## config.mk

```make
export PLATFORM = sky130hd
export DESIGN_NAME = tetris_ram_arbiter
export DESIGN_NICKNAME = d
export VERILOG_FILES = /design/src/rtl/tetris_ram_pkg.sv /design/src/rtl/ram_clear_engine.sv /design/src/rtl/tetris_ram_arbiter.sv
export SDC_FILE = /design/constraint.sdc
export NUM_CORES = 1
export LEC_CHECK = 0
export ABC_AREA = 0
export BUFFER_PORTS_ARGS = -buffer_cell sky130_fd_sc_hd__buf_2
export CAP_MARGIN = 30
export CORE_UTILIZATION = 40
export DETAILED_ROUTE_END_ITERATION = 16
export HOLD_SLACK_MARGIN = 0.1
export PLACE_DENSITY = 0.7
export SYNTH_ARGS = -nofsm -noshare
export SYNTH_HDL_FRONTEND = slang
export SYNTH_SLANG_ARGS = --single-unit
```

## constraint.sdc

```tcl
create_clock -name clk -period 6.06 [get_ports clk]
set_input_delay 0.606 -clock clk [delete_from_list [all_inputs] [get_ports clk]]
set_output_delay 0.606 -clock clk [all_outputs]
set_load 0.01 [all_outputs]
```

## src/rtl/tetris_ram_pkg.sv

```systemverilog
// Shared types and default widths for the Tetris board/data RAM arbiter.
package tetris_ram_pkg;

   localparam int AW_DEF = 10;
   localparam int DW_DEF = 16;

   typedef enum logic [1:0] {
      IDLE,
      RUN,
      DONE
   } clr_state_t;

   typedef enum logic [1:0] {
      SRC_NONE,
      SRC_CPU,
      SRC_VID,
      SRC_CLR
   } src_t;

endpackage

```

## src/rtl/ram_clear_engine.sv

```systemverilog
// Zero-fill engine: walks a wrapping address window, one word per granted slot.
module ram_clear_engine
   import tetris_ram_pkg::*;
#(
   parameter int AW = AW_DEF
) (
   input  logic          clk,
   input  logic          rst,
   input  logic          start,
   input  logic [AW-1:0] start_base,
   input  logic [AW-1:0] start_len,
   output logic          slot_req,
   input  logic          slot_ack,
   output logic [AW-1:0] slot_addr,
   output logic          busy,
   output logic          done
);

   localparam logic [AW-1:0] ONE = AW'(1);

   clr_state_t    state, state_next;
   logic [AW-1:0] base, len, cnt;

   always_ff @(posedge clk) begin
      if (rst) begin
         state <= IDLE;
         base  <= '0;
         len   <= '0;
         cnt   <= '0;
      end else begin
         state <= state_next;
         if (state == IDLE && start) begin
            base <= start_base;
            len  <= start_len;
            cnt  <= '0;
         end else if (state == RUN && slot_ack) begin
            cnt <= cnt + ONE;
         end
      end
   end

   // A start pulse only counts in IDLE, so a pulse during DONE is dropped.
   always_comb begin
      state_next = state;
      case (state)
         IDLE:    if (start) state_next = (start_len == '0) ? DONE : RUN;
         RUN:     if (slot_ack && cnt == len - ONE) state_next = DONE;
         DONE:    state_next = IDLE;
         default: state_next = IDLE;
      endcase
   end

   assign slot_req  = (state == RUN);
   assign slot_addr = base + cnt;
   assign busy      = (state != IDLE);
   assign done      = (state == DONE);

endmodule

```

## src/rtl/tetris_ram_arbiter.sv

```systemverilog
// Single-port RAM arbiter for CPU, display scanner and clear engine, with
// display starvation guard and registered read return.
module tetris_ram_arbiter
   import tetris_ram_pkg::*;
#(
   parameter int AW       = AW_DEF,
   parameter int DW       = DW_DEF,
   parameter int MAX_WAIT = 4
) (
   input  logic          clk,
   input  logic          rst,
   input  logic          cpu_req,
   input  logic          cpu_we,
   input  logic [AW-1:0] cpu_addr,
   input  logic [DW-1:0] cpu_wdata,
   output logic          cpu_gnt,
   output logic          cpu_rvalid,
   output logic [DW-1:0] cpu_rdata,
   input  logic          vid_req,
   input  logic [AW-1:0] vid_addr,
   output logic          vid_gnt,
   output logic          vid_rvalid,
   output logic [DW-1:0] vid_rdata,
   input  logic          clr_start,
   input  logic [AW-1:0] clr_base,
   input  logic [AW-1:0] clr_len,
   output logic          clr_busy,
   output logic          clr_done,
   output logic [AW-1:0] ram_addr,
   output logic [DW-1:0] ram_d,
   output logic          ram_we,
   input  logic [DW-1:0] ram_q
);

   localparam logic [3:0] WAIT_LIMIT = 4'(MAX_WAIT);

   src_t          sel;
   logic [3:0]    wait_cnt;
   logic          clr_slot_req;
   logic [AW-1:0] clr_slot_addr;

   ram_clear_engine #(.AW(AW)) u_clear (
      .clk        (clk),
      .rst        (rst),
      .start      (clr_start),
      .start_base (clr_base),
      .start_len  (clr_len),
      .slot_req   (clr_slot_req),
      .slot_ack   (sel == SRC_CLR),
      .slot_addr  (clr_slot_addr),
      .busy       (clr_busy),
      .done       (clr_done)
   );

   // A display that has waited MAX_WAIT cycles jumps ahead of the CPU.
   always_comb begin
      sel = SRC_NONE;
      if (!rst) begin
         if (vid_req && wait_cnt == WAIT_LIMIT) sel = SRC_VID;
         else if (cpu_req)                      sel = SRC_CPU;
         else if (vid_req)                      sel = SRC_VID;
         else if (clr_slot_req)                 sel = SRC_CLR;
      end
   end

   assign cpu_gnt = (sel == SRC_CPU);
   assign vid_gnt = (sel == SRC_VID);

   always_comb begin
      ram_addr = '0;
      ram_d    = '0;
      ram_we   = 1'b0;
      case (sel)
         SRC_CPU: begin
            ram_addr = cpu_addr;
            ram_d    = cpu_wdata;
            ram_we   = cpu_we;
         end
         SRC_VID: ram_addr = vid_addr;
         SRC_CLR: begin
            ram_addr = clr_slot_addr;
            ram_we   = 1'b1;
         end
         default: ;
      endcase
   end

   always_ff @(posedge clk) begin
      if (rst) begin
         wait_cnt <= '0;
      end else if (!vid_req || vid_gnt) begin
         wait_cnt <= '0;
      end else if (wait_cnt != WAIT_LIMIT) begin
         wait_cnt <= wait_cnt + 4'd1;
      end
   end

   always_ff @(posedge clk) begin
      if (rst) begin
         cpu_rvalid <= 1'b0;
         cpu_rdata  <= '0;
         vid_rvalid <= 1'b0;
         vid_rdata  <= '0;
      end else begin
         cpu_rvalid <= cpu_gnt && !cpu_we;
         vid_rvalid <= vid_gnt;
         if (cpu_gnt && !cpu_we) cpu_rdata <= ram_q;
         if (vid_gnt)            vid_rdata <= ram_q;
      end
   end

endmodule

```

==> results.txt, run 1 <==
The critical path contains buffers and inverters numbering 4 combined. The most frequent standard cell in the layout excluding fill and tap cells is sky130_fd_sc_hd__buf_2. The worst hold path passes through 2 cells. The final critical path time including I/O delays and setup is approximately 3.6 ns.

The worst register-to-register path has a depth of 9. Summing internal, switching and leakage power gives 1.04 mW. For this design the static power due to leakage is between 2 and 2.5 nW. Once the clock tree was built, the resizer swapped 0 gates to a different size. The number of buffers added on ports is about 140.

The number of slew-limit violations in the final report came out at 0. The number of synthesized flops with an enable pin is 0. The area growth from synthesis to layout is 24.6%. The via count normalized by instance count is roughly 5.1. The clock sink total is 70. The floorplan row count is 34. Hold repair after CTS inserted 0 buffers. The worst hold-check slack came out at ~0.45 ns. The setup path with the least slack is of type in -> out. After detailed routing, the average wire length per cell comes to between 10 and 15 um. The async set-reset flop share out of synthesis came out at 0%. After synthesis, the mean cell area works out to around 7.8 um2. For this run, the number of Yosys warnings is 0.

The cell count after synthesis came out at 478. In this run the critical register-to-register path is launched from wait_cnt[0]$_SDFFE_PP0P_. The pre-CTS setup slack is 2.41 ns.

The wire-length estimate of the detail-placed layout is approximately 7200 um. The setup TNS is 0 ns. The worst-skew pair later-pin latency came out at approximately 0.35 ns. The internal reg-to-reg setup slack came out at around 3.6 ns. The global routing usage summed across all routing layers came out at 19.9%. The worst setup slack after layout is around 2.4 ns. The reg-to-reg critical path endpoint is cpu_rdata[4]$_SDFFE_PP0P_. The total setup violations reported at the end of the flow came out at 0.

The floorplan step set the die height to roughly 99 um. The worst pin sits at a relative slew slack of roughly 50%. The number of hold violations in the final report came to 0. The met3 routing resource usage after global routing is 3.97%.

The reported max-cap violation count is 0. The chip width came out at around 99 um. The final worst clock skew is 0.00807 ns. The cell count after placement is 704. For this run, the leading register cell type out of synthesis is sky130_fd_sc_hd__dfxtp_1. The number of antenna violations at the first check in global routing is 0. The share of the clock period used by the worst path after layout came out at 60.2%.

The first-pass iteration count of the detailed router is 4. The post-route non-filler standard cell count is 720. The tree is rooted in a sky130_fd_sc_hd__clkbuf_8.

The share of Yosys cell area claimed by the top area cell type came out at a little under two fifths. The deepest level of the CTS H-tree is 3. Post-CTS timing repair inserted 0 buffers for setup.

The final layout contains routed wiring with a total length of ~9400 um. The worst min-delay path startpoint is cpu_rdata[2]$_SDFFE_PP0P_. The overall die area is 0.00975 mm2. The global route total overflow came out at 0.

The tightest min-delay check is of the reg -> reg type. At the worst endpoint, the required time is around 5.5 ns. The share of post-route cells with drive strength above 1 came out at about 29%.

The buffer levels on the longest clock path came out at 2. The total DRC errors in the routed layout came out at 0. Setup repair after global routing left no endpoint under its margin. The most prevalent standard cell on the critical path is sky130_fd_sc_hd__buf_2. The number of clock buffers inserted by TritonCTS came out at 9. The sequential-to-total area share from yosys stat came out at a little under two fifths. The total power per unit cell area is ~220 mW/mm2. The critical path goes through buf_2 > buf_4 > nand2b_1 > inv_4 > a21oi_4 > mux2_4 > a22o_1 > buf_2. sky130_fd_sc_hd__dfxtp_1 takes more of the synthesized area than any other cell. The met1 usage in global routing is approximately a quarter.

The number of distinct library cells after synthesis came out at 57. The number of synthesized register bits is 70. The cell area that synthesis handed to floorplanning was around 0.0037 mm2. The number of DRC markers in iteration 0 came out at 121.

The cell family with the largest share of critical-path delay is buffers and inverters. The largest vdd supply drop came out at approximately 120 uV. The number of antenna cells inserted is 0. The top fanout value on the critical path came out at 62. The number of antenna-violating nets in the routed design is 0. The final net count came out at 699.

The highest achievable clock rate came out at 0.274 GHz. The clock edge transition at the registers on the reported setup and hold paths is ~0.080 ns. The flow ran to the end, and the final reports show no timing, DRC or antenna violations.

By area the synthesized netlist is led by sky130_fd_sc_hd__dfxtp_1 (37%), sky130_fd_sc_hd__nand2_1 (12%), sky130_fd_sc_hd__a21oi_1 (9.1%). The initial core utilization is between 40% and 50%. TritonCTS built the clock tree. The element type at the critical path start is an input pin. After global routing, the most crowded layer is met2. The first global-routing pass estimated 15600 um of wire. The placer congestion estimate came out at 0.843. STA puts the critical path data arrival time at between 3 and 4 ns. The largest net degree at the start of global routing came out at 63.

The total area inside the core boundary comes to slightly below 0.009 mm2. Detailed routing inserted a total of between 3000 and 4000 vias. The cell with the largest stage delay on the worst path is sky130_fd_sc_hd__nand2b_1. The global-route track usage on met2 came out at 33.2%. The boundary pin count came out at approximately 140. The number of global-route vias before repair came out at approximately 3400. The path with the worst hold slack has its endpoint at cpu_rdata[2]$_SDFFE_PP0P_.

At the pin with the least slew margin, the transition time is around 0.75 ns. The worst setup path is captured at an output pin. In the layout the commonest cells are sky130_fd_sc_hd__buf_2 (142), sky130_fd_sc_hd__nand2_1 (122), sky130_fd_sc_hd__dfxtp_1 (70), sky130_fd_sc_hd__a21oi_1 (68), sky130_fd_sc_hd__nor2_1 (20). The number of nets handed over by synthesis was 570. The delay of the slowest cell on the worst path is about 0.65 ns.
-- registers in the layout, indices dropped and copies added (netlist names) --
| register | count |
|---|---|
| vid_rvalid | 1 |
| vid_rdata | 16 |
| u_clear.state | 2 |
| u_clear.cnt | 10 |
| u_clear.len | 10 |
| u_clear.base | 10 |
| wait_cnt | 4 |
| cpu_rdata | 16 |
| cpu_rvalid | 1 |
-- final cells by class --
cell class / instances / area (um2)
clock inverters: 6 / 68.8
repair buffers: 144 / 726
inverters: 17 / 66.3
multi-input cells: 365 / 2130
clock buffers: 10 / 138
well taps: 108 / 135
flip-flops and latches: 70 / 1400
fillers: 895 / 4230
-- worst min-delay path, cell delays in order (launching register included) --
cell and delay [ns]:
sky130_fd_sc_hd__dfxtp_1 0.31, sky130_fd_sc_hd__nand2_1 0.05, sky130_fd_sc_hd__a21oi_1 0.05
-- stage by stage --
stage	instance area (um2)	utilization, %
2_1_floorplan	3740	-
3_3_place_gp	4460	50.1
3_5_place_dp	4460	50.1
4_1_cts	4660	52.4
5_1_grt	4660	52.4
6_report	4660	52.4
-- report_power, final --
group	internal (mW)	switching, mW
Sequential	0.476	0.0137
Combinational	0.0724	0.0900
Clock	0.203	0.184
Total	0.752	0.288
-- kinds of logic (layout without fill, tap and decap cells) --
| logic type | Yosys count | in the layout | synth area share [%] |
|---|---|---|---|
| flops | 70 | 70 | 37.4 |
| fa+ha+maj | 14 | 14 | 4.88 |
| buf+inv | 43 | 177 | 5.72 |
| mux | 4 | 4 | 1.24 |
| compound gates | 109 | 109 | 16.9 |
| simple gates | 212 | 212 | 27.7 |
| xor+xnor | 26 | 26 | 6.08 |
-- how the worst max path moves through the flow --
stage | depth (start not counted) | start | to | slack [ns]
floorplan | 9 | u_clear.cnt[0]$_SDFFE_PP0P_ | ram_addr[6] | 3.60
global placement | 8 | rst | ram_addr[0] | 2.49
global route | 8 | rst | ram_addr[0] | 2.23
detailed placement | 8 | rst | ram_addr[0] | 2.41
CTS | 8 | rst | ram_addr[0] | 2.40
finish | 8 | rst | ram_addr[0] | 2.41
-- cells in the mapped netlist, types with 6 or more instances --
master	count
sky130_fd_sc_hd__xnor2_1	16
sky130_fd_sc_hd__inv_1	15
sky130_fd_sc_hd__nor2b_1	8
sky130_fd_sc_hd__nor2_1	20
sky130_fd_sc_hd__o21ai_0	11
sky130_fd_sc_hd__clkbuf_1	14
sky130_fd_sc_hd__and2_1	19
sky130_fd_sc_hd__dfxtp_1	70
sky130_fd_sc_hd__buf_6	6
sky130_fd_sc_hd__xor2_1	10
sky130_fd_sc_hd__nand3_1	7
sky130_fd_sc_hd__ha_1	13
sky130_fd_sc_hd__nor4_1	6
sky130_fd_sc_hd__a21oi_1	68
sky130_fd_sc_hd__nand2_1	122
-- routing by layer --
metal,vias up,share of wire (%)
met4,0,1.4
li1,1869,-
met2,136,47
met3,8,6.4
met5,-,0
met1,1642,45
Power figures use the tool's default switching activity.
==> run 2, diff against run 1 <==
PLACE_DENSITY = 0.73   (was 0.7)
clock period = 3.3 ns   (was 6.06 ns; I/O delays follow)
==> run 2 against run 1 <==
  * Largest cell class unchanged
  * Combinational power grew 86%
  * Final cell count grew 0.14%
  * First-iteration DRC count grew 53%
  * Largest power group unchanged
  * Critical path depth grew 2
  * Clock skew is essentially flat
  * Worst hold slack lost 0.24 ns
  * Routed wire length grew 0.82%
==> results.txt, run 2 (same netlist as run 1, synthesis figures left out) <==
The proportion of total power due to net switching is 27.0%. The routing layer with the top usage in global route is met2. The synthesis-to-layout area growth is 25.2%.

The global route total overflow came out at 0. After clock tree synthesis, the clock-pin slew on the worst setup and hold paths is approximately 0.08 ns. The clock sink total came out at 70. The cell count after placement came out at a little over 700. The total setup violations reported at the end of the flow came out at 0. The number of clock buffers inserted by TritonCTS came out at 9. The internal power of the cells totals 1.44 mW. The transition at the pin with the smallest max-transition slack is approximately 0.8 ns.

The number of vias in the routed layout is between 3000 and 4000. The floorplan step set the die width to just under 100 um. The critical path is of the reg -> out type. VDD sags by at most around 250 uV.

The initial core utilization came out at between 40% and 50%. The largest net degree at the start of global routing is between 50 and 60. The startpoint identified for the worst register-to-register timing path is wait_cnt[0]$_SDFFE_PP0P_. The total DRC errors in the routed layout came out at 0. The share of power burned in the clock network is approximately 39%. The final critical path time including I/O delays and setup is about 2.8 ns. The instance area after placement is between 0.004 and 0.005 mm2. The share of post-route cells with drive strength above 1 is between 20 and 30%. The chip height came out at ~100 um. In this design, the stage delay of the slowest critical-path cell is 0.47 ns. The met1 usage in global routing is between 20% and 30%. The post-route non-filler standard cell count came out at between 700 and 800. The total power per unit cell area is 422 mW/mm2. At the end of routability-driven placement, the weighted congestion stood at 0.878.

Dividing the detail-routed wire length by the instance count gives between 10 and 15 um. The number of antenna diodes in the final layout is 0. Max-cap violations in this run came to 0.

For this block, the routed nets add up to about 9500 um of wire. The number of resized instances in the post-cts repair step is 0. The met3 routing resource usage after global routing came out at around 3.5%.

The number of slew-limit violations in the final report was 0. The number of global-route vias before repair is between 3000 and 4000. The internal reg-to-reg setup slack came out at ~0.87 ns. The post-route total power is 1.97 mW. During I/O placement, the number of pins put on the boundary was approximately 140. The leakage dissipation is around 2.1 nW. The floorplan step defined a die boundary enclosing slightly below 0.01 mm2. The top fanout value on the critical path is 5.

The worst min-delay path startpoint is clr_base[6]. The post-route standard cell area excluding fillers came out at around 0.0047 mm2. The flow ran to the end, and the final reports show no timing, DRC or antenna violations. The required time at the endpoint of the critical path came out at ~3 ns.

The switching power is 0.534 mW. The number of antenna violations at the first check in global routing is 0. In the global route stage, met2 resource usage came out at around a third. The floorplan row count is 34. TritonCTS built the clock tree. The global routing usage summed across all routing layers is 19.5%.

The share of the clock period used by the worst path after layout is between 80% and 90%. The highest achievable clock rate is 0.354 GHz. The buffer levels on the longest clock path is 2. The final-layout fill cell count is ~860. The post-CTS setup buffer count came out at 0.

The worst-case hold path end point is u_clear.base[6]$_SDFFE_PP0P_. Combinational cells account for between 10% and 20% of the total power. The clock root buffer master is sky130_fd_sc_hd__clkbuf_8.

Cells fill between 50 and 60% of the core in the end. The library cell used most frequently in the layout, excluding fill and tap cells, is sky130_fd_sc_hd__buf_2. The worst max-slew margin expressed relative to the limit came out at 47.5%. The pre-CTS setup slack came out at between 0.8 and 0.9 ns. The worst hold-check slack came out at roughly 0.22 ns. After detailed routing, the number of vias per cell comes to roughly 5.2.

On the critical path, the stage with the largest delay is an instance of sky130_fd_sc_hd__dfxtp_1. The number of hold violations in the final report came to 0. In the final layout, the registers with the most flip-flops are cpu_rdata (16), vid_rdata (16). The endpoint identified for the worst register-to-register timing path is cpu_rdata[5]$_SDFFE_PP0P_. Setup repair after global routing left no endpoint under its margin. The number of buffers added on ports is 142. The core footprint came out at a little under 0.009 mm2. Walking the worst path, the cells encountered are ha_1 > inv_1 > fa_1 > nor2b_1 > o21a_1 > o21ai_0 > a21oi_1 > xnor2_1 > o22ai_1 > buf_2. The worst-skew pair later-pin latency came out at roughly 0.35 ns. The cell depth of the worst hold path came out at 3. The number of DRC markers in iteration 0 is about 190. The global-route wire length before repair is between 15000 and 20000 um.

The length in cells of the worst reg-to-reg path is 9. The first-pass iteration count of the detailed router is 5. The detailed placement HPWL came out at about 7200 um. The library cells used most frequently in the layout, excluding fill and tap cells, are sky130_fd_sc_hd__buf_2 (142), sky130_fd_sc_hd__nand2_1 (122), sky130_fd_sc_hd__dfxtp_1 (70), sky130_fd_sc_hd__a21oi_1 (68), sky130_fd_sc_hd__nor2_1 (20). Setup slack closes at between 0.4 and 0.5 ns. The clock arrives with 0.00771 ns of skew. The deepest level of the CTS H-tree came out at 3. The setup TNS came out at 0 ns. The share of total power dissipated in sequential elements is approximately 46%. The tightest min-delay check is of the in -> reg type. The worst setup path is launched from a flip-flop. The number of hold buffers added after CTS was 0. The worst setup path is captured at an output pin. The final net count came out at 700. At the worst endpoint, the arrival time is around 2.5 ns. The number of antenna-violating nets in the routed design came out at 0.
run 2: cell type report:
type                       instances  area [um2]  area share [%]
inverter                          17        66.3            1.42
tap                              108         135            2.88
clock buffer                      10         128            2.72
sequential                        70        1400            29.9
multi-input combinational        365        2130            45.4
clock inverter                     6        93.8            2.00
timing repair buffer             145         733            15.7
run 2: per-layer routing:
layer	up-vias	part of all wire, %
li1	1867	-
met1	1697	45
met2	146	47
met3	14	6.4
met4	0	2.0
met5	-	0
run 2: how the worst max path moves through the flow:
stage                                           start  cells past startpoint           to  slack (ns)
after global routing      u_clear.cnt[0]$_SDFFE_PP0P_                     10  ram_addr[6]        0.29
final                     u_clear.cnt[0]$_SDFFE_PP0P_                     10  ram_addr[8]        0.48
after floorplan           u_clear.cnt[0]$_SDFFE_PP0P_                      9  ram_addr[6]        1.12
after global placement    u_clear.cnt[0]$_SDFFE_PP0P_                     10  ram_addr[6]        0.93
after CTS                 u_clear.cnt[0]$_SDFFE_PP0P_                     10  ram_addr[8]        0.48
after detailed placement  u_clear.cnt[0]$_SDFFE_PP0P_                     10  ram_addr[6]        0.85
run 2: power groups by stage:
stage	Clock (mW)	Sequential [mW]	Combinational, mW
CTS	0.790	0.900	0.303
global route	0.828	0.905	0.334
finish	0.773	0.901	0.301
floorplan	0	0.920	0.186
detailed placement	0	0.920	0.301
global placement	0	0.918	0.293
run 2: worst max-delay path, delay by kind of cell, from the launching register on:
family          cells  cell delay [ns]
flops               1             0.47
xor+xnor            1             0.15
buf+inv             2             0.21
fa+ha+maj           2             0.62
simple gates        1             0.15
compound gates      4             0.53
==> run 3, diff against run 2 <==
CAP_MARGIN = 20   (was 30)
REMOVE_ABC_BUFFERS = 1   (was unset)
==> run 3 against run 2 <==
  * Combinational power about the same
  * Via count down 0.70%
  * Sequential share of layout area about the same
  * First-iteration DRC count down 20%
  * Core utilization about the same
==> results.txt, run 3 (same netlist as run 1, synthesis figures left out) <==
The min-delay analysis places its worst path in the category in -> reg. The proportion of total power due to net switching is a little over a quarter. The internal reg-to-reg setup slack came out at just under 0.9 ns. The number of vias in the routed layout is between 3000 and 4000. For this design the static power due to leakage is approximately 2.1 nW. Of all nets on the critical path, the largest fanout is 5. The chip height is ~99 um.

From synthesis to final layout, the design area changed by 25.2%. The number of buffers added on ports came out at 142. The placer congestion estimate is 0.824. The buffering stage count on the worst path with inverters included came out at 2. The number of hold violations in the final report came out at 0. The buffer levels on the longest clock path came out at 2. The final worst clock skew is between 0.008 and 0.009 ns.

For this design, the slowest cell found on the critical path is sky130_fd_sc_hd__dfxtp_1. The utilization after layout is between 50% and 60%. The first-pass iteration count of the detailed router came out at 5. The detailed placement HPWL is between 7000 and 8000 um. The number of gates resized after CTS was 0. In the final layout, the share of cells above drive strength 1 is between 20% and 30%. In the final layout, the registers with the most flip-flops are cpu_rdata (16), vid_rdata (16).

Setup repair after global routing left no endpoint under its margin. The most critical setup path has its startpoint at u_clear.cnt[0]$_SDFFE_PP0P_. The capturing instance or port of the critical path is ram_addr[8].

The switching power came out at 0.542 mW. The deepest level of the CTS H-tree came out at 3. The number of global-route vias before repair came out at 3404. Leaving out fill and tap cells, the most frequent cells in the layout are sky130_fd_sc_hd__buf_2 (142), sky130_fd_sc_hd__nand2_1 (122), sky130_fd_sc_hd__dfxtp_1 (70), sky130_fd_sc_hd__a21oi_1 (68), sky130_fd_sc_hd__nor2_1 (20).

In this run the critical register-to-register path is captured at cpu_rdata[11]$_SDFFE_PP0P_. The total area inside the core boundary comes to approximately 0.009 mm2. The CTS tree is yes. The number of DRC markers in iteration 0 is between 100 and 150.

The final-layout fill cell count came out at approximately 850. The sequential share of power came out at 45.3%. The overall die area is ~0.0097 mm2.

The relative contribution of combinational cells to total power came out at around 15%. The worst-case IR drop observed on VDD is between 200 and 250 uV. By startpoint and endpoint, the worst setup path is classified as reg -> out. For this design the ratio of total power to cell area is 424 mW/mm2.

Dividing the detail-routed wire length by the instance count gives 13.6 um. The number of buffers inserted for hold repair after clock tree synthesis came out at 0. The global routing usage summed across all routing layers is between 20% and 30%.

The logic depth of the worst path, buffers included came out at 10. The total DRC errors in the routed layout is 0. The length in cells of the worst reg-to-reg path came out at 9. For this design the top-level I/O count stands at ~140. Clock latency on the worst-skew pair, taken at its later pin, is between 0.3 and 0.4 ns. The number of antenna violations at the first check in global routing is 0. The launch point of the worst reg-to-reg path is wait_cnt[0]$_SDFFE_PP0P_. The repair_antennas step left the layout with diodes totalling 0. The number of antenna-violating nets in the routed design came out at 0.

The delay of the slowest cell on the worst path came out at between 0.4 and 0.5 ns. Summed over all failing endpoints, the final setup total negative slack is 0 ns. The chip width is approximately 100 um.

The share of power burned in the clock network came out at 39.6%. The critical path data arrival time came out at ~2.5 ns. The global-route wire length before repair came out at 15700 um.

The clock edge transition at the registers on the reported setup and hold paths came out at about 0.090 ns. The number of clock buffers inserted by TritonCTS is 9. Walking the worst path, the cells encountered are ha_1 > inv_1 > fa_1 > nor2b_1 > o21a_1 > o21ai_0 > a21oi_1 > xnor2_1 > o22ai_1 > buf_2.

The wire length reported by the detailed router is 9760 um. The worst setup path is captured at an output pin. Based on the critical path, the design can be clocked at up to about 0.36 GHz. Leaving out fill and tap cells, the most frequent cell in the layout is sky130_fd_sc_hd__buf_2. Entering global routing, the biggest net connects between 50 and 60 pins.

The worst setup path is launched from a flip-flop. Among cell families on the critical path, the largest total delay comes from adder cells. The internal power came out at about 1.4 mW. The number of slew-limit violations in the final report is 0. The reported max-cap violation count came out at 0. Dividing the detail-routed via count by the number of cells gives slightly above 5. The post-CTS setup buffer count is 0.

At the end of the flow, the number of nets in the layout was around 700. The floorplan row count is 34. Measured against its own limit, the worst slew margin works out to 51.4%. The total overflow left after global routing is 0. The transition at the pin with the smallest max-transition slack came out at between 0.7 and 0.8 ns.

The clock drives 70 sinks. The final critical path takes up 84.7% of the cycle. The final critical path time including I/O delays and setup is between 2 and 3 ns. The total setup violations reported at the end of the flow is 0.

The flow ran to the end, and the final reports show no timing, DRC or antenna violations. At the worst endpoint, the required time is around 3.0 ns. The cell sitting at the root of the clock tree is a sky130_fd_sc_hd__clkbuf_8.

The initial core utilization is roughly 42%.
run 3: per-stage QoR:
step | instances | cell area (um2) | power, mW | hold WS (ns) | setup WS (ns)
finish | 720 | 4690 | 1.99 | 0.216 | 0.503
global route | 720 | 4690 | 2.07 | 0.215 | 0.328
CTS | 720 | 4690 | 2.00 | 0.212 | 0.500
detailed placement | 704 | 4460 | 1.22 | 0.446 | 0.879
global placement | 704 | 4460 | 1.21 | 0.441 | 0.934
floorplan | 452 | 3590 | 1.09 | 0.399 | 0.862
run 3: worst min-delay path by stage:
| stage | start | to | slack (ns) | depth (start not counted) |
|---|---|---|---|---|
| global placement | vid_rdata[9]$_SDFFE_PP0N_ | vid_rdata[9]$_SDFFE_PP0N_ | 0.44 | 2 |
| CTS | ram_q[6] | cpu_rdata[6]$_SDFFE_PP0P_ | 0.21 | 3 |
| floorplan | rst | cpu_rdata[0]$_SDFFE_PP0P_ | 0.40 | 1 |
| detailed placement | cpu_rdata[14]$_SDFFE_PP0P_ | cpu_rdata[14]$_SDFFE_PP0P_ | 0.45 | 2 |
| finish | ram_q[6] | cpu_rdata[6]$_SDFFE_PP0P_ | 0.22 | 3 |
| global route | ram_q[1] | vid_rdata[1]$_SDFFE_PP0N_ | 0.22 | 3 |
run 3: routing by layer:
metal  vias up  part of all wire [%]  track usage, %
met5         -                     0               0
met4         0                   2.2            7.92
met3        19                   6.7            4.26
met2       153                    48            34.8
met1      1657                    43            24.6
li1       1869                     -               -
run 3: power groups by stage:
stage / clock (mW) / combinational, mW / sequential, mW
global route: 0.833 / 0.334 / 0.904
finish: 0.787 / 0.299 / 0.900
floorplan: 0 / 0.164 / 0.921
detailed placement: 0 / 0.300 / 0.920
global placement: 0 / 0.293 / 0.919
CTS: 0.799 / 0.301 / 0.900
run 3: layout make-up:
cell class | count | area, um2 | area share [%]
multi-input combinational | 365 | 2130 | 45.4
sequential | 70 | 1400 | 29.9
timing repair buffer | 144 | 726 | 15.5
tap | 108 | 135 | 2.88
clock buffer | 9 | 124 | 2.64
clock inverter | 7 | 106 | 2.27
inverter | 17 | 66.3 | 1.42
run 3: tightest hold or removal path, delay by kind of cell:
kind | cells | cell delay [ns]
simple gates | 1 | 0.05
buf+inv | 1 | 0.10
compound gates | 1 | 0.05
